## src/rtl/vga_pkg.sv

```systemverilog
// vga_pkg: shared 640x480@60 timing constants for the VGA character path.
// Holds the default porch/sync/active widths, derived totals, the
// coordinate width used for x/y, the default sync polarity, the decoded
// timing record and a counter-width helper. The renderer imports the same
// constants for its active-area bounds.
package vga_pkg;

  localparam int unsigned H_SYNC_640   = 96;
  localparam int unsigned H_BP_640     = 48;
  localparam int unsigned H_ACTIVE_640 = 640;
  localparam int unsigned H_FP_640     = 16;
  localparam int unsigned V_SYNC_640   = 2;
  localparam int unsigned V_BP_640     = 33;
  localparam int unsigned V_ACTIVE_640 = 480;
  localparam int unsigned V_FP_640     = 10;

  localparam int unsigned H_TOTAL_640 = H_SYNC_640 + H_BP_640 + H_ACTIVE_640 + H_FP_640;
  localparam int unsigned V_TOTAL_640 = V_SYNC_640 + V_BP_640 + V_ACTIVE_640 + V_FP_640;
  localparam int unsigned H_START_640 = H_SYNC_640 + H_BP_640;
  localparam int unsigned V_START_640 = V_SYNC_640 + V_BP_640;

  localparam int unsigned COORD_W      = 10;
  localparam logic        SYNC_ACT_DEF = 1'b0;

  typedef logic [COORD_W-1:0] coord_t;

  // Everything the timing stage presents to the renderer for one pixel.
  typedef struct packed {
    logic   hsync;
    logic   vsync;
    logic   de;
    coord_t x;
    coord_t y;
    logic   line_start;
    logic   frame_start;
  } vga_timing_t;

  // Bits needed to count 0..total-1 (at least one bit).
  function automatic int unsigned cnt_width(input int unsigned total);
    return (total <= 2) ? 1 : $clog2(total);
  endfunction

endpackage

```

## src/rtl/mod_counter.sv

```systemverilog
// mod_counter: modulo-MOD up counter with clock enable and synchronous clear.
//   clk, rst : clock, asynchronous active-high reset
//   clr      : synchronous clear to 0 (priority over ce)
//   ce       : advance one step
//   count    : current value 0..MOD-1
//   wrap     : high when this ce step rolls MOD-1 -> 0 (use as next stage ce)
module mod_counter #(
  parameter int unsigned MOD = 800,
  parameter int unsigned W   = 10
) (
  input  logic         clk,
  input  logic         rst,
  input  logic         clr,
  input  logic         ce,
  output logic [W-1:0] count,
  output logic         wrap
);

  localparam logic [W-1:0] LAST = W'(MOD - 1);

  assign wrap = ce && (count == LAST);

  always_ff @(posedge clk or posedge rst) begin
    if (rst) begin
      count <= '0;
    end else if (clr) begin
      count <= '0;
    end else if (ce) begin
      count <= wrap ? '0 : count + 1'b1;
    end
  end

endmodule

```

## src/rtl/vga_timing_gen.sv

```systemverilog
// vga_timing_gen: VGA raster timing from the 50 MHz board clock.
// Generates a 25 MHz pixel strobe, horizontal/vertical position counters and
// registered sync / data-enable / active-area coordinates / line and frame
// markers, plus a count of completed frames.
//   clk, rst     : board clock, asynchronous active-high reset
//   enable       : run timing; low parks everything blanked at the origin
//   pix_ce       : pixel strobe, high every second clk
//   hsync, vsync : syncs, SYNC_ACT while in the sync interval
//   de           : active-video enable
//   x, y         : active-area column/row, 0 outside the active area
//   line_start   : one-clk pulse for pixel h=0
//   frame_start  : one-clk pulse for pixel h=0, v=0
//   frame_cnt    : frames completed, modulo 256 (kept across enable low)
module vga_timing_gen
  import vga_pkg::*;
#(
  parameter int unsigned H_SYNC   = H_SYNC_640,
  parameter int unsigned H_BP     = H_BP_640,
  parameter int unsigned H_ACTIVE = H_ACTIVE_640,
  parameter int unsigned H_FP     = H_FP_640,
  parameter int unsigned V_SYNC   = V_SYNC_640,
  parameter int unsigned V_BP     = V_BP_640,
  parameter int unsigned V_ACTIVE = V_ACTIVE_640,
  parameter int unsigned V_FP     = V_FP_640,
  parameter logic        SYNC_ACT = SYNC_ACT_DEF
) (
  input  logic               clk,
  input  logic               rst,
  input  logic               enable,
  output logic               pix_ce,
  output logic               hsync,
  output logic               vsync,
  output logic               de,
  output logic [COORD_W-1:0] x,
  output logic [COORD_W-1:0] y,
  output logic               line_start,
  output logic               frame_start,
  output logic [7:0]         frame_cnt
);

  localparam int unsigned H_TOTAL = H_SYNC + H_BP + H_ACTIVE + H_FP;
  localparam int unsigned V_TOTAL = V_SYNC + V_BP + V_ACTIVE + V_FP;
  localparam int unsigned CNT_W   = cnt_width((H_TOTAL > V_TOTAL) ? H_TOTAL : V_TOTAL);

  localparam logic [CNT_W-1:0] H_SYNC_END = CNT_W'(H_SYNC);
  localparam logic [CNT_W-1:0] H_DE_BEG   = CNT_W'(H_SYNC + H_BP);
  localparam logic [CNT_W-1:0] H_DE_END   = CNT_W'(H_SYNC + H_BP + H_ACTIVE);
  localparam logic [CNT_W-1:0] V_SYNC_END = CNT_W'(V_SYNC);
  localparam logic [CNT_W-1:0] V_DE_BEG   = CNT_W'(V_SYNC + V_BP);
  localparam logic [CNT_W-1:0] V_DE_END   = CNT_W'(V_SYNC + V_BP + V_ACTIVE);

  localparam vga_timing_t IDLE = '{
    hsync:       ~SYNC_ACT,
    vsync:       ~SYNC_ACT,
    de:          1'b0,
    x:           '0,
    y:           '0,
    line_start:  1'b0,
    frame_start: 1'b0
  };

  logic             run_q;
  logic             step;
  logic [CNT_W-1:0] h_cnt;
  logic [CNT_W-1:0] v_cnt;
  logic             h_wrap;
  logic             v_wrap;
  logic [7:0]       frame_acc;
  logic             h_de;
  logic             v_de;
  vga_timing_t      nxt;
  vga_timing_t      tim;

  // run_q delays enable by one clk so the output register blanks on the clk
  // after the counters are parked, and unblanks together with the first
  // decoded pixel after re-enable.
  always_ff @(posedge clk or posedge rst) begin
    if (rst) begin
      pix_ce <= 1'b0;
      run_q  <= 1'b0;
    end else begin
      pix_ce <= enable & ~pix_ce;
      run_q  <= enable;
    end
  end

  assign step = pix_ce & enable;

  mod_counter #(.MOD(H_TOTAL), .W(CNT_W)) u_h_cnt (
    .clk   (clk),
    .rst   (rst),
    .clr   (~enable),
    .ce    (step),
    .count (h_cnt),
    .wrap  (h_wrap)
  );

  mod_counter #(.MOD(V_TOTAL), .W(CNT_W)) u_v_cnt (
    .clk   (clk),
    .rst   (rst),
    .clr   (~enable),
    .ce    (h_wrap),
    .count (v_cnt),
    .wrap  (v_wrap)
  );

  // Internal frame count steps on the raster wrap; the visible frame_cnt
  // picks it up one pixel later so it changes together with frame_start.
  always_ff @(posedge clk or posedge rst) begin
    if (rst) begin
      frame_acc <= '0;
    end else if (v_wrap) begin
      frame_acc <= frame_acc + 8'd1;
    end
  end

  always_comb begin
    h_de            = (h_cnt >= H_DE_BEG) && (h_cnt < H_DE_END);
    v_de            = (v_cnt >= V_DE_BEG) && (v_cnt < V_DE_END);
    nxt             = IDLE;
    nxt.hsync       = (h_cnt < H_SYNC_END) ? SYNC_ACT : ~SYNC_ACT;
    nxt.vsync       = (v_cnt < V_SYNC_END) ? SYNC_ACT : ~SYNC_ACT;
    nxt.de          = h_de && v_de;
    nxt.x           = nxt.de ? COORD_W'(h_cnt - H_DE_BEG) : '0;
    nxt.y           = nxt.de ? COORD_W'(v_cnt - V_DE_BEG) : '0;
    nxt.line_start  = (h_cnt == '0);
    nxt.frame_start = (h_cnt == '0) && (v_cnt == '0);
  end

  always_ff @(posedge clk or posedge rst) begin
    if (rst) begin
      tim       <= IDLE;
      frame_cnt <= '0;
    end else if (!run_q) begin
      tim <= IDLE;
    end else if (pix_ce) begin
      tim       <= nxt;
      frame_cnt <= frame_acc;
    end else begin
      // Markers last one clk; the pixel fields hold for the second clk.
      tim.line_start  <= 1'b0;
      tim.frame_start <= 1'b0;
    end
  end

  assign hsync       = tim.hsync;
  assign vsync       = tim.vsync;
  assign de          = tim.de;
  assign x           = tim.x;
  assign y           = tim.y;
  assign line_start  = tim.line_start;
  assign frame_start = tim.frame_start;

endmodule

```

## config.mk

```make
export PLATFORM = sky130hd
export DESIGN_NAME = vga_timing_gen
export DESIGN_NICKNAME = d
export VERILOG_FILES = /design/src/rtl/vga_pkg.sv /design/src/rtl/mod_counter.sv /design/src/rtl/vga_timing_gen.sv
export SDC_FILE = /design/constraint.sdc
export NUM_CORES = 1
export LEC_CHECK = 0
export CORE_MARGIN = 5
export CORE_UTILIZATION = 50
export CTS_CLUSTER_DIAMETER = 30
export DETAILED_ROUTE_END_ITERATION = 7
export GPL_ROUTABILITY_DRIVEN = 0
export GPL_TIMING_DRIVEN = 0
export PLACE_DENSITY = 0.72
export SYNTH_ARGS = -nofsm -noshare
export SYNTH_HDL_FRONTEND = slang
export SYNTH_HIERARCHICAL = 1
export SYNTH_SLANG_ARGS = --single-unit
```

## constraint.sdc

```tcl
create_clock -name clk -period 5.7 [get_ports clk]
set_clock_uncertainty 0.1 [all_clocks]
set_input_delay 1.71 -clock clk [delete_from_list [all_inputs] [get_ports clk]]
set_output_delay 1.71 -clock clk [all_outputs]
set_load 0.02 [all_outputs]
```

==> metrics.md, run 1 <==
| Metric | Value |
|---|---|
| Status | completed |
| Static leakage | between 1.5 and 2 nW |
| Area delta synth->final | 21.14% |
| Worst Hold Launch | run_q$_DFF_PP0_ |
| CTS tree | built |
| Root buf cell | clkbuf_8 |
| Proportion of layout cells with a drive suffix above 1 | 0.1787 |
| EDFF count, synth | 0 |
| Seq/Total Area, Yosys | 0.4859 |
| CTS Hold Bufs | 0 |
| Mapped Area | about 0.0032 mm2 |
| DP HPWL | about 4.7 mm |
| Syn avg cell area | ~11 um2 |
| Largest net degree at the start of global routing | 44 |
| # clock sinks | 63 |
| Place WS | 0.3940 ns |
| Vias in the first global route | 2,471 |
| Vias | ~2,500 |
| Pre-Repair DR Iteration Count | 4 |
| CP max FO | 9 |
| FFs w/ async S/R, synth | 1.000 |
| Pwr/cell area | around 240 mW/mm2 |
| Tmin final | 4.981 ns |
| Cts bufs inserted | 9 |
| FF-to-FF path depth | 11 |
| Synth top area share | 0.4698 |
| Seq cells post-synth | 63 |
| Synth Instances | 296 |
| Final TNS setup | 0 ns |
| DIE AREA | 0.008211 mm2 |
| Initial Utilization | 0.5117 |
| Critical Path RT | 5.82 ns |
| PortBufs | 36 |
| IR drop worst, VDD | 0.1318 mV |
| H-tree depth | 3 |
| First-pass GRT wire length | between 10 and 15 mm |
| Max Slew Vio Count | 0 |
| Synth cell types | 49 |
| Unrepaired setup endpoints after global routing | false |
| DRC | 0 |
| DR iter-0 viols | 113 |
| Startpoint Class | input pin |
| Post-CTS Resized | 0 |
| Vias/cell | 5.800 |
| Maxcap violations | 0 |
| Reg2reg end | frame_acc[7]$_DFFE_PP0P_ |
| Reg2reg setup slack | 2.10 ns |
| Final worst setup slack | roughly 0.72 ns |
| Clock transition at the registers of the reported paths | roughly 0.07 ns |
| Synth Flop Type | dfrtp_1 |
| Post-DR wirelength/cell | 15.96 um |
| Post-Syn Nets | approximately 310 |
| Largest family of logic cells by synthesized area | compound AO/OA/AOI/OAI gates |
| Core Box Area | 0.006350 mm2 |
| Area leader, netlist | dfrtp_1 |
| Mux cell area share after synthesis | 0.03119 |
| Clock insertion delay at the later pin of the skew report | about 0.33 ns |
| Synth Area in Compound Gates | 0.1852 |
| Hold Crit Class | register to register |
| Simple-Gate Fraction of Synth Area | 0.1556 |
| Hold depth | 1 |
| Clk buf depth | 2 |
| Fin. Hold Viols | 0 |
| Placement Rows | 29 |
| Setup violators final | 0 |
| Warnings from Yosys | 6 |
| Setup CP Type | input pin to register |
| FF-to-FF Start | pix_ce$_DFF_PP0_ |
| GRT Util Overall | 0.1759 |
| Routed WL | 6.765 mm |
| Worst EP arrival | 5.10 ns |
| CP endpoint kind | register |
| Max frequency | approximately 200 MHz |
| Ant diodes | 0 |
| Die W | 90.62 um |
| Antenna violations before repair | 0 |
| Slew @ Worst Pin | around 0.9 ns |
| Final Cycle Share | 0.8738 |
| Relative slew slack | 0.4065 |
| Antenna viol nets, final | 0 |
| Dominant cells by area after synthesis | dfrtp_1 47%, o31ai_2 7.3%, nand2_1 4.2%, xnor2_1 4.0%, ha_1 3.5% |
| Post-CTS Setup Inserts | 0 |
| Ports | 37 |
| Grt ovf | 0 |
| Synth Area in Adders | 0.03466 |
| Worst Hold End | vsync$_DFFE_PP1P_ |
| Die Y | 90.62 um |
| Post-synthesis xor/xnor area fraction | 0.06739 |
| # nets final | between 300 and 400 |
[cells in the mapped netlist (2+ instances only)]
cell,number
o41ai_2,2
buf_2,2
nand3_1,5
clkbuf_1,2
o311ai_1,2
buf_4,2
or4_1,5
or3_1,6
o21ai_0,6
nand4_1,7
nor2_1,12
nand2b_1,5
and3_1,2
a21oi_1,18
o31ai_2,19
buf_6,2
nor4_1,3
xnor2_1,15
mux2_2,9
nand2_1,36
inv_1,20
nor3_1,4
nor2b_1,2
o31ai_1,6
xor2_1,10
dfrtp_1,61
and4_1,2
dfstp_2,2
ha_1,9
[per-layer routing]
| layer | GRT usage | wire length [um] |
|---|---|---|
| met4 | 0.08065 | 116 |
| met2 | 0.2748 | 3205 |
| met3 | 0.03333 | 305 |
| met1 | 0.2356 | 3137 |
| met5 | 0 | 0 |
[cell usage in the layout, fill, tap and decap left out, types with 7 or more instances in the layout]
cell	n
nand2_1	36
clkdlybuf4s50_1	36
nand4_1	7
inv_1	19
o31ai_2	19
clkbuf_8	12
xnor2_1	15
ha_1	9
dfrtp_1	61
a21oi_1	18
nor2_1	12
mux2_2	9
xor2_1	10
[sequential cells by signal, summed over array words and instances (netlist names)]
name / flops
u_h_cnt/count: 10
u_v_cnt/count: 10
x: 10
y: 10
frame_acc: 8
frame_cnt: 8
de: 1
frame_start: 1
hsync: 1
line_start: 1
pix_ce: 1
run_q: 1
vsync: 1
[power breakdown]
| part | switching [mW] | internal, mW | total (mW) |
|---|---|---|---|
| combinational | 0.0256 | 0.0107 | 0.0364 |
| sequential | 0.00383 | 0.451 | 0.455 |
| clock | 0.164 | 0.279 | 0.443 |
| total | 0.194 | 0.741 | 0.935 |
[logic make-up (layout without fill, tap and decap cells)]
| group | Yosys count | in the layout |
|---|---|---|
| adder cells (fa/ha/maj) | 9 | 9 |
| AO/OA/AOI/OAI | 66 | 66 |
| flip-flops | 63 | 63 |
| multiplexers | 9 | 9 |
| AND/OR/NAND/NOR | 96 | 96 |
| XOR/XNOR | 25 | 25 |
| buffers and inverters | 28 | 79 |
[final cells by class]
type,instances,area [um2]
Inverter,20,75.07
Clock buffer,12,165.2
Buffer,8,55.05
Clock inverter,3,65.06
Multi-Input combinational cell,205,1540
Fill cell,514,2414
Timing Repair Buffer,36,360.3
Sequential cell,63,1579
Tap cell,77,96.34
[critical path, cell delays in order]
cell and delay (ns):
clkdlybuf4s50_1 0.50, and2_1 0.13, buf_2 0.20, nand4b_1 0.17, nor4_1 0.43, buf_2 0.29, nand2_1 0.16, nor3_1 0.66
and3_1 0.32, and4_1 0.26, nand3_1 0.12, xnor2_1 0.14
[stage by stage]
stage | total power, mW | utilization | cells | instance area, um2 | hold slack, ns
4_1_cts | 0.9419 | 0.6199 | 424 | 3936 | 0.3448
2_1_floorplan | 0.4857 | - | 296 | 3249 | 0.2924
3_5_place_dp | 0.5006 | 0.5836 | 409 | 3706 | 0.3176
6_report | 0.9347 | 0.6199 | 424 | 3936 | 0.3455
3_3_place_gp | 0.5002 | 0.5836 | 409 | 3706 | 0.3089
5_1_grt | 0.9695 | 0.6199 | 424 | 3936 | 0.3717
[worst max-delay path by stage]
stage / startpoint / endpoint / slack, ns / depth (start not counted)
global route: enable / frame_acc[7]$_DFFE_PP0P_ / 0.47 / 12
global placement: enable / frame_acc[7]$_DFFE_PP0P_ / 0.39 / 12
detailed placement: enable / frame_acc[7]$_DFFE_PP0P_ / 0.39 / 12
finish: enable / frame_acc[7]$_DFFE_PP0P_ / 0.72 / 12
CTS: enable / frame_acc[7]$_DFFE_PP0P_ / 0.76 / 12
floorplan: enable / frame_acc[7]$_DFFE_PP0P_ / 1.50 / 11
Power figures use the tool's default switching activity.
==> run 2: changes to the inputs <==
--- a/constraint.sdc
+++ b/constraint.sdc
@@ -4,2 +4,2 @@
 set_output_delay 1.71 -clock clk [all_outputs]
-set_load 0.02 [all_outputs]
+set_load 0.005 [all_outputs]
==> results of run 2 <==
Same layout as run 1 (identical final DEF). Status: completed.
Among the figures that moved: total power 0.9347 mW -> 0.9318 mW
